--- src/rtl/mux2_pkg.sv ---
// rtl/mux2_pkg.sv - shared types and defaults for the mux2 skid stage
package mux2_pkg;

    typedef enum logic [1:0] {
        EMPTY = 2'd0,
        BUSY  = 2'd1,
        FULL  = 2'd2
    } skid_state_t;

    localparam int DEFAULT_N = 8;

endpackage

--- src/rtl/skid_reg.sv ---
// rtl/skid_reg.sv - N-bit data register with synchronous reset and load enable
module skid_reg #(
    parameter int N = 8
) (
    input  logic         clk,
    input  logic         rst,
    input  logic         load,
    input  logic [N-1:0] d,
    output logic [N-1:0] q
);

    // Capture d when load is set; cleared only by reset.
    always_ff @(posedge clk) begin
        if (rst) begin
            q <= '0;
        end else if (load) begin
            q <= d;
        end
    end

endmodule

--- src/rtl/mux2_skid_stage.sv ---
// rtl/mux2_skid_stage.sv - 2-entry skid stage after the mux2; MUX2_SKID_STATS_EN adds xfer_count
module mux2_skid_stage
    import mux2_pkg::*;
#(
    parameter int N     = DEFAULT_N,
    parameter int CNT_W = 16
) (
    input  logic             clk,
    input  logic             rst,
    input  logic             flush,
    input  logic [N-1:0]     in_data,
    input  logic             in_valid,
    output logic             in_ready,
    output logic [N-1:0]     out_data,
    output logic             out_valid,
    input  logic             out_ready
`ifdef MUX2_SKID_STATS_EN
    ,
    output logic [CNT_W-1:0] xfer_count
`endif
);

    skid_state_t  state_q;
    skid_state_t  state_d;
    logic [N-1:0] main_q;
    logic [N-1:0] skid_q;
    logic [N-1:0] main_d;
    logic         main_load;
    logic         skid_load;
    logic         in_xfer;
    logic         out_xfer;

    // All handshake outputs decode registered state only, so in_ready never
    // has a combinational path from out_ready.
    assign out_data  = main_q;
    assign out_valid = (state_q != EMPTY);
    assign in_ready  = (state_q != FULL);
    assign in_xfer   = in_valid & in_ready;
    assign out_xfer  = out_valid & out_ready;

    // State register.
    always_ff @(posedge clk) begin
        if (rst) begin
            state_q <= EMPTY;
        end else begin
            state_q <= state_d;
        end
    end

    // Next state and data-register load controls; flush discards everything
    // and suppresses loads so a word accepted in the flush cycle is dropped.
    always_comb begin
        state_d   = state_q;
        main_load = 1'b0;
        skid_load = 1'b0;
        main_d    = in_data;
        if (flush) begin
            state_d = EMPTY;
        end else begin
            case (state_q)
                EMPTY: begin
                    if (in_xfer) begin
                        main_load = 1'b1;
                        state_d   = BUSY;
                    end
                end
                BUSY: begin
                    if (in_xfer && out_xfer) begin
                        main_load = 1'b1;
                    end else if (in_xfer) begin
                        skid_load = 1'b1;
                        state_d   = FULL;
                    end else if (out_xfer) begin
                        state_d = EMPTY;
                    end
                end
                FULL: begin
                    if (out_xfer) begin
                        main_load = 1'b1;
                        main_d    = skid_q;
                        state_d   = BUSY;
                    end
                end
                default: begin
                    state_d = EMPTY;
                end
            endcase
        end
    end

    skid_reg #(.N(N)) u_main_reg (
        .clk  (clk),
        .rst  (rst),
        .load (main_load),
        .d    (main_d),
        .q    (main_q)
    );

    skid_reg #(.N(N)) u_skid_reg (
        .clk  (clk),
        .rst  (rst),
        .load (skid_load),
        .d    (in_data),
        .q    (skid_q)
    );

`ifdef MUX2_SKID_STATS_EN
    logic [CNT_W-1:0] count_q;

    // Output transfer counter; wraps naturally and survives flush.
    always_ff @(posedge clk) begin
        if (rst) begin
            count_q <= '0;
        end else if (out_xfer) begin
            count_q <= count_q + 1'b1;
        end
    end

    assign xfer_count = count_q;
`else
    localparam int unused_cnt_w = CNT_W;
`endif

endmodule

--- config.mk ---
export PLATFORM = sky130hd
export DESIGN_NAME = mux2_skid_stage
export DESIGN_NICKNAME = d
export VERILOG_FILES = /design/src/rtl/mux2_pkg.sv /design/src/rtl/skid_reg.sv /design/src/rtl/mux2_skid_stage.sv
export SDC_FILE = /design/constraint.sdc
export NUM_CORES = 1
export LEC_CHECK = 0
export ABC_AREA = 0
export BUFFER_PORTS_ARGS = -buffer_cell sky130_fd_sc_hd__buf_4
export CAP_MARGIN = 20
export CORE_UTILIZATION = 48
export CTS_BUF_LIST = sky130_fd_sc_hd__clkbuf_8
export CTS_CLUSTER_SIZE = 12
export DETAILED_ROUTE_END_ITERATION = 12
export PLACE_DENSITY = 0.76
export RECOVER_POWER = 100
export SLEW_MARGIN = 10
export SYNTH_ARGS = -nofsm -noshare
export SYNTH_HDL_FRONTEND = slang
export SYNTH_SLANG_ARGS = --single-unit
--- constraint.sdc ---
create_clock -name clk -period 1.2 [get_ports clk]
set_input_delay 0.18 -clock clk [delete_from_list [all_inputs] [get_ports clk]]
set_output_delay 0.18 -clock clk [all_outputs]
set_load 0.02 [all_outputs]
==> summary.md <==
| Metric | Value |
|---|---|
| Root Driver | `clkbuf_8` |
| P per Cell Area | `approximately 1100 nW/um^2` |
| CTS buffer count | `3` |
| Pleak | `0.0004203 uW` |
| Reg area | `367.9 sq um` |
| Skew final | `~0.0019 ns` |
| CTS Buffer Depth | `2` |
| Clock share of power | `0.317` |
| Setup TNS | `-0.7447 ns` |
| RSZ-0062 raised after global routing | `true` |
| Largest net degree at the start of global routing | `19` |
| Crit-path slowest cell | `dfxtp_4` |
| Initial antenna violation count | `0` |
| Crit path buf inv count | `2` |
| Placed Area | `1087 sq um` |
| Avg Inst Size Synth | `approximately 9.7 sq um` |
| Starting DRT DRC Count | `13` |
| Synth Area in Compound Gates | `0.2709` |
| Synth Warn # | `0` |
| Worst Max-Slew Pin Slew | `roughly 0.34 ns` |
| Hold_ws | `0.1321 ns` |
| DRC | `0` |
| Worst-path clk slew | `~0.06 ns` |
| Vias in the first global route | `about 730` |
| Diode count | `0` |
| Critical path capture point type | `output port` |
| First-pass GRT wire length | `~3.2 mm` |
| Final RePlAce weighted congestion | `~0.8` |
| Routed Antenna Nets | `0` |
| CTS Sinks | `18` |
| Max Cap Viol | `0` |
| Max-slew violations | `0` |
| Core Rows | `15` |
| Clock latency on the worst-skew pair | `approximately 0.25 ns` |
| Global Route met2 Usage | `0.3471` |
| R2r setup slk | `-0.09 ns` |
| # setup viols final | `11` |
| Syn_nets | `around 100` |
| Adder-cell area share of the yosys netlist | `0` |
| Share of cells above drive strength 1 | `0.3419` |
| Worst path required time | `just over 1 ns` |
| Maximum resistive drop on vdd | `1.255 mV` |
| M1 GR Usage | `0.2896` |
| HP Start | `flush` |
| Top delay family on crit path | `flip-flops` |
| Synth cell types | `27` |
| Switching pwr | `around 340 uW` |
| FILL cells | `152` |
| Worst Slack Setup Final | `-0.1013 ns` |
| Port Buf Inserts | `22` |
| Design area | `roughly 1200 sq um` |
| CP Launch Point | `state_q[0]` |
| Min-Delay Path Class | `in2reg` |
| DR pass1 iterations | `4` |
| Net Sw Frac | `0.2639` |
| Seq cells post-synth | `18` |
| Total power | `between 1000 and 1500 uW` |
| Area Growth Syn to Fin | `33.48%` |
| H-tree depth | `1` |
| CTS tree | `done` |
| Worst path max stage delay | `approximately 0.37 ns` |
| Drt wl/cell | `roughly 14 um` |
| Final Hold Fails | `0` |
| GRT met3 Usage | `0.06000` |
| Netlist Area Pre-Place | `between 800 and 900 sq um` |
| Main combinational cell family by area after synthesis | `compound AO/OA/AOI/OAI gates` |
| Sequential Power Share | `0.495` |
| Die ar. | `just over 2000 sq um` |
| Status | `finished, violations left` |
| CP startpoint kind | `flip-flop` |
| Avg Vias per Cell | `~5.6` |
| Register area share after synthesis | `0.4085` |
| RR Startpoint | `state_q[1]` |
| Final #Nets | `132` |
| Core ar. | `between 1500 and 2000 sq um` |
| Tmin final | `1.301 ns` |
| Post-synthesis share of cell area spent on and, or, nand and nor gates | `0.1504` |
| Hold-fix buffers at CTS | `0` |
| Mux cell area share after synthesis | `0.1078` |
| Util after Layout | `0.6819` |
| Die H | `44.87 um` |
| Detail Placement HPWL | `1.358 mm` |
| Initial Util | `0.5109` |
| Cells after Synth | `just over 90` |
| Io pins | `23` |
| Die width | `between 40 and 50 um` |
| Post-Route WL | `between 2 and 2.5 mm` |
| Final worst path period share | `1.084` |
| Vias | `801` |
| Combinational power share | `0.187` |
| GRT busiest layer | `met2` |
| Critical path class | `reg2out` |
| CP cell instances | `buf_6 > or2b_1 > buf_6` |
| Global-route usage over all layers | `0.2169` |
| Failing checks | `negative setup slack` |
| Max Freq | `slightly below 0.8 GHz` |
| Footprint of the multi-input gates | `slightly above 500 sq um` |
| Total gr overflow | `0` |
| Cell mode on critical path | `buf_6` |
| Rel. slew slack | `0.7708` |
| Cell Int Power | `between 900 and 1000 uW` |
| Crit-path max FO | `7` |
| Critical Path AT | `roughly 1.1 ns` |
| XOR/XNOR Fraction of Synth Area | `0` |
placed cells by master (no fill, tap or decap), types with 2 or more instances in the layout:
cell and n:
buf_4 17, dfxtp_1 16, a211oi_1 13, nand3_1 8
o21ai_0 8, a21oi_1 8, clkbuf_1 8, buf_6 5
a211oi_2 4, mux2i_1 4, mux2i_2 3, clkbuf_8 3
and4bb_1 2, dfxtp_4 2
logic make-up after synthesis:
kind of cell | after synthesis
buf+inv | 9
mux | 9
flops | 18
compound gates | 36
simple gates | 19
routing by layer:
metal	share of wire	up-vias
met3	0.046	2
met4	0.0059	0
met2	0.48	21
met1	0.47	378
met5	0	-
li1	-	400
final cells by class:
type / instances / area share
flip-flops and latches: 18 / 0.3124
multi-input cells: 64 / 0.4368
well taps: 25 / 0.02657
inverters: 1 / 0.003188
repair buffers: 31 / 0.1860
clock buffers: 3 / 0.03507
cells in the mapped netlist:
library cell  instances  area share
a2111oi_0             1      0.0099
a211oi_1             17        0.14
a21o_1                1      0.0085
a21o_4                1       0.017
a21oi_1               8       0.045
and4bb_1              2       0.028
and4bb_2              1       0.014
buf_1                 1      0.0043
buf_2                 1      0.0057
buf_4                 1      0.0085
buf_6                 2       0.026
clkbuf_1              2      0.0085
clkbuf_2              1      0.0057
dfxtp_1              18        0.41
inv_1                 1      0.0043
mux2_4                1       0.017
mux2i_1               8       0.091
nand2_1               1      0.0043
nand2b_1              1      0.0071
nand3_1               8       0.045
nand3b_1              1      0.0085
nand4bb_1             1       0.013
nor2_1                1      0.0043
o21ai_0               8       0.045
or2_2                 1      0.0071
or2b_1                1      0.0085
or3b_1                1      0.0099
registers in the layout, indices dropped and copies added, names as in the netlist:
register      cells
u_skid_reg.q      8
u_main_reg.q      8
state_q           2
final timing paths:
kind,depth (start not counted),endpoint
worst max-delay path,3,in_ready
worst min-delay path,2,state_q[1]
worst max register to register,3,u_main_reg.q[3]
worst min register to register,2,u_skid_reg.q[1]
power by group through the flow:
| stage | sequential [uW] | clock (uW) | combinational (uW) |
|---|---|---|---|
| 2_1_floorplan | 681 | 0 | 106 |
| 3_3_place_gp | 655 | 0 | 233 |
| 3_5_place_dp | 657 | 0 | 237 |
| 4_1_cts | 641 | 413 | 251 |
| 5_1_grt | 643 | 441 | 262 |
| 6_report | 641 | 411 | 243 |
repair_timing:
action | CTS | global route
buffers inserted | 0 | 1
pin swaps | 0 | 4
gates cloned | 0 | 0
gates resized for setup | 15 | 5
endpoints found under the setup margin | 12 | 13
hold endpoints to repair | 0 | 0
through the flow:
stage	std cells	setup slack, ns
2_1_floorplan	91	-0.03722
6_report	142	-0.1013
3_3_place_gp	138	-0.06256
3_5_place_dp	138	-0.1309
4_1_cts	141	-0.09368
5_1_grt	142	-0.1306
Power figures use the tool's default switching activity.
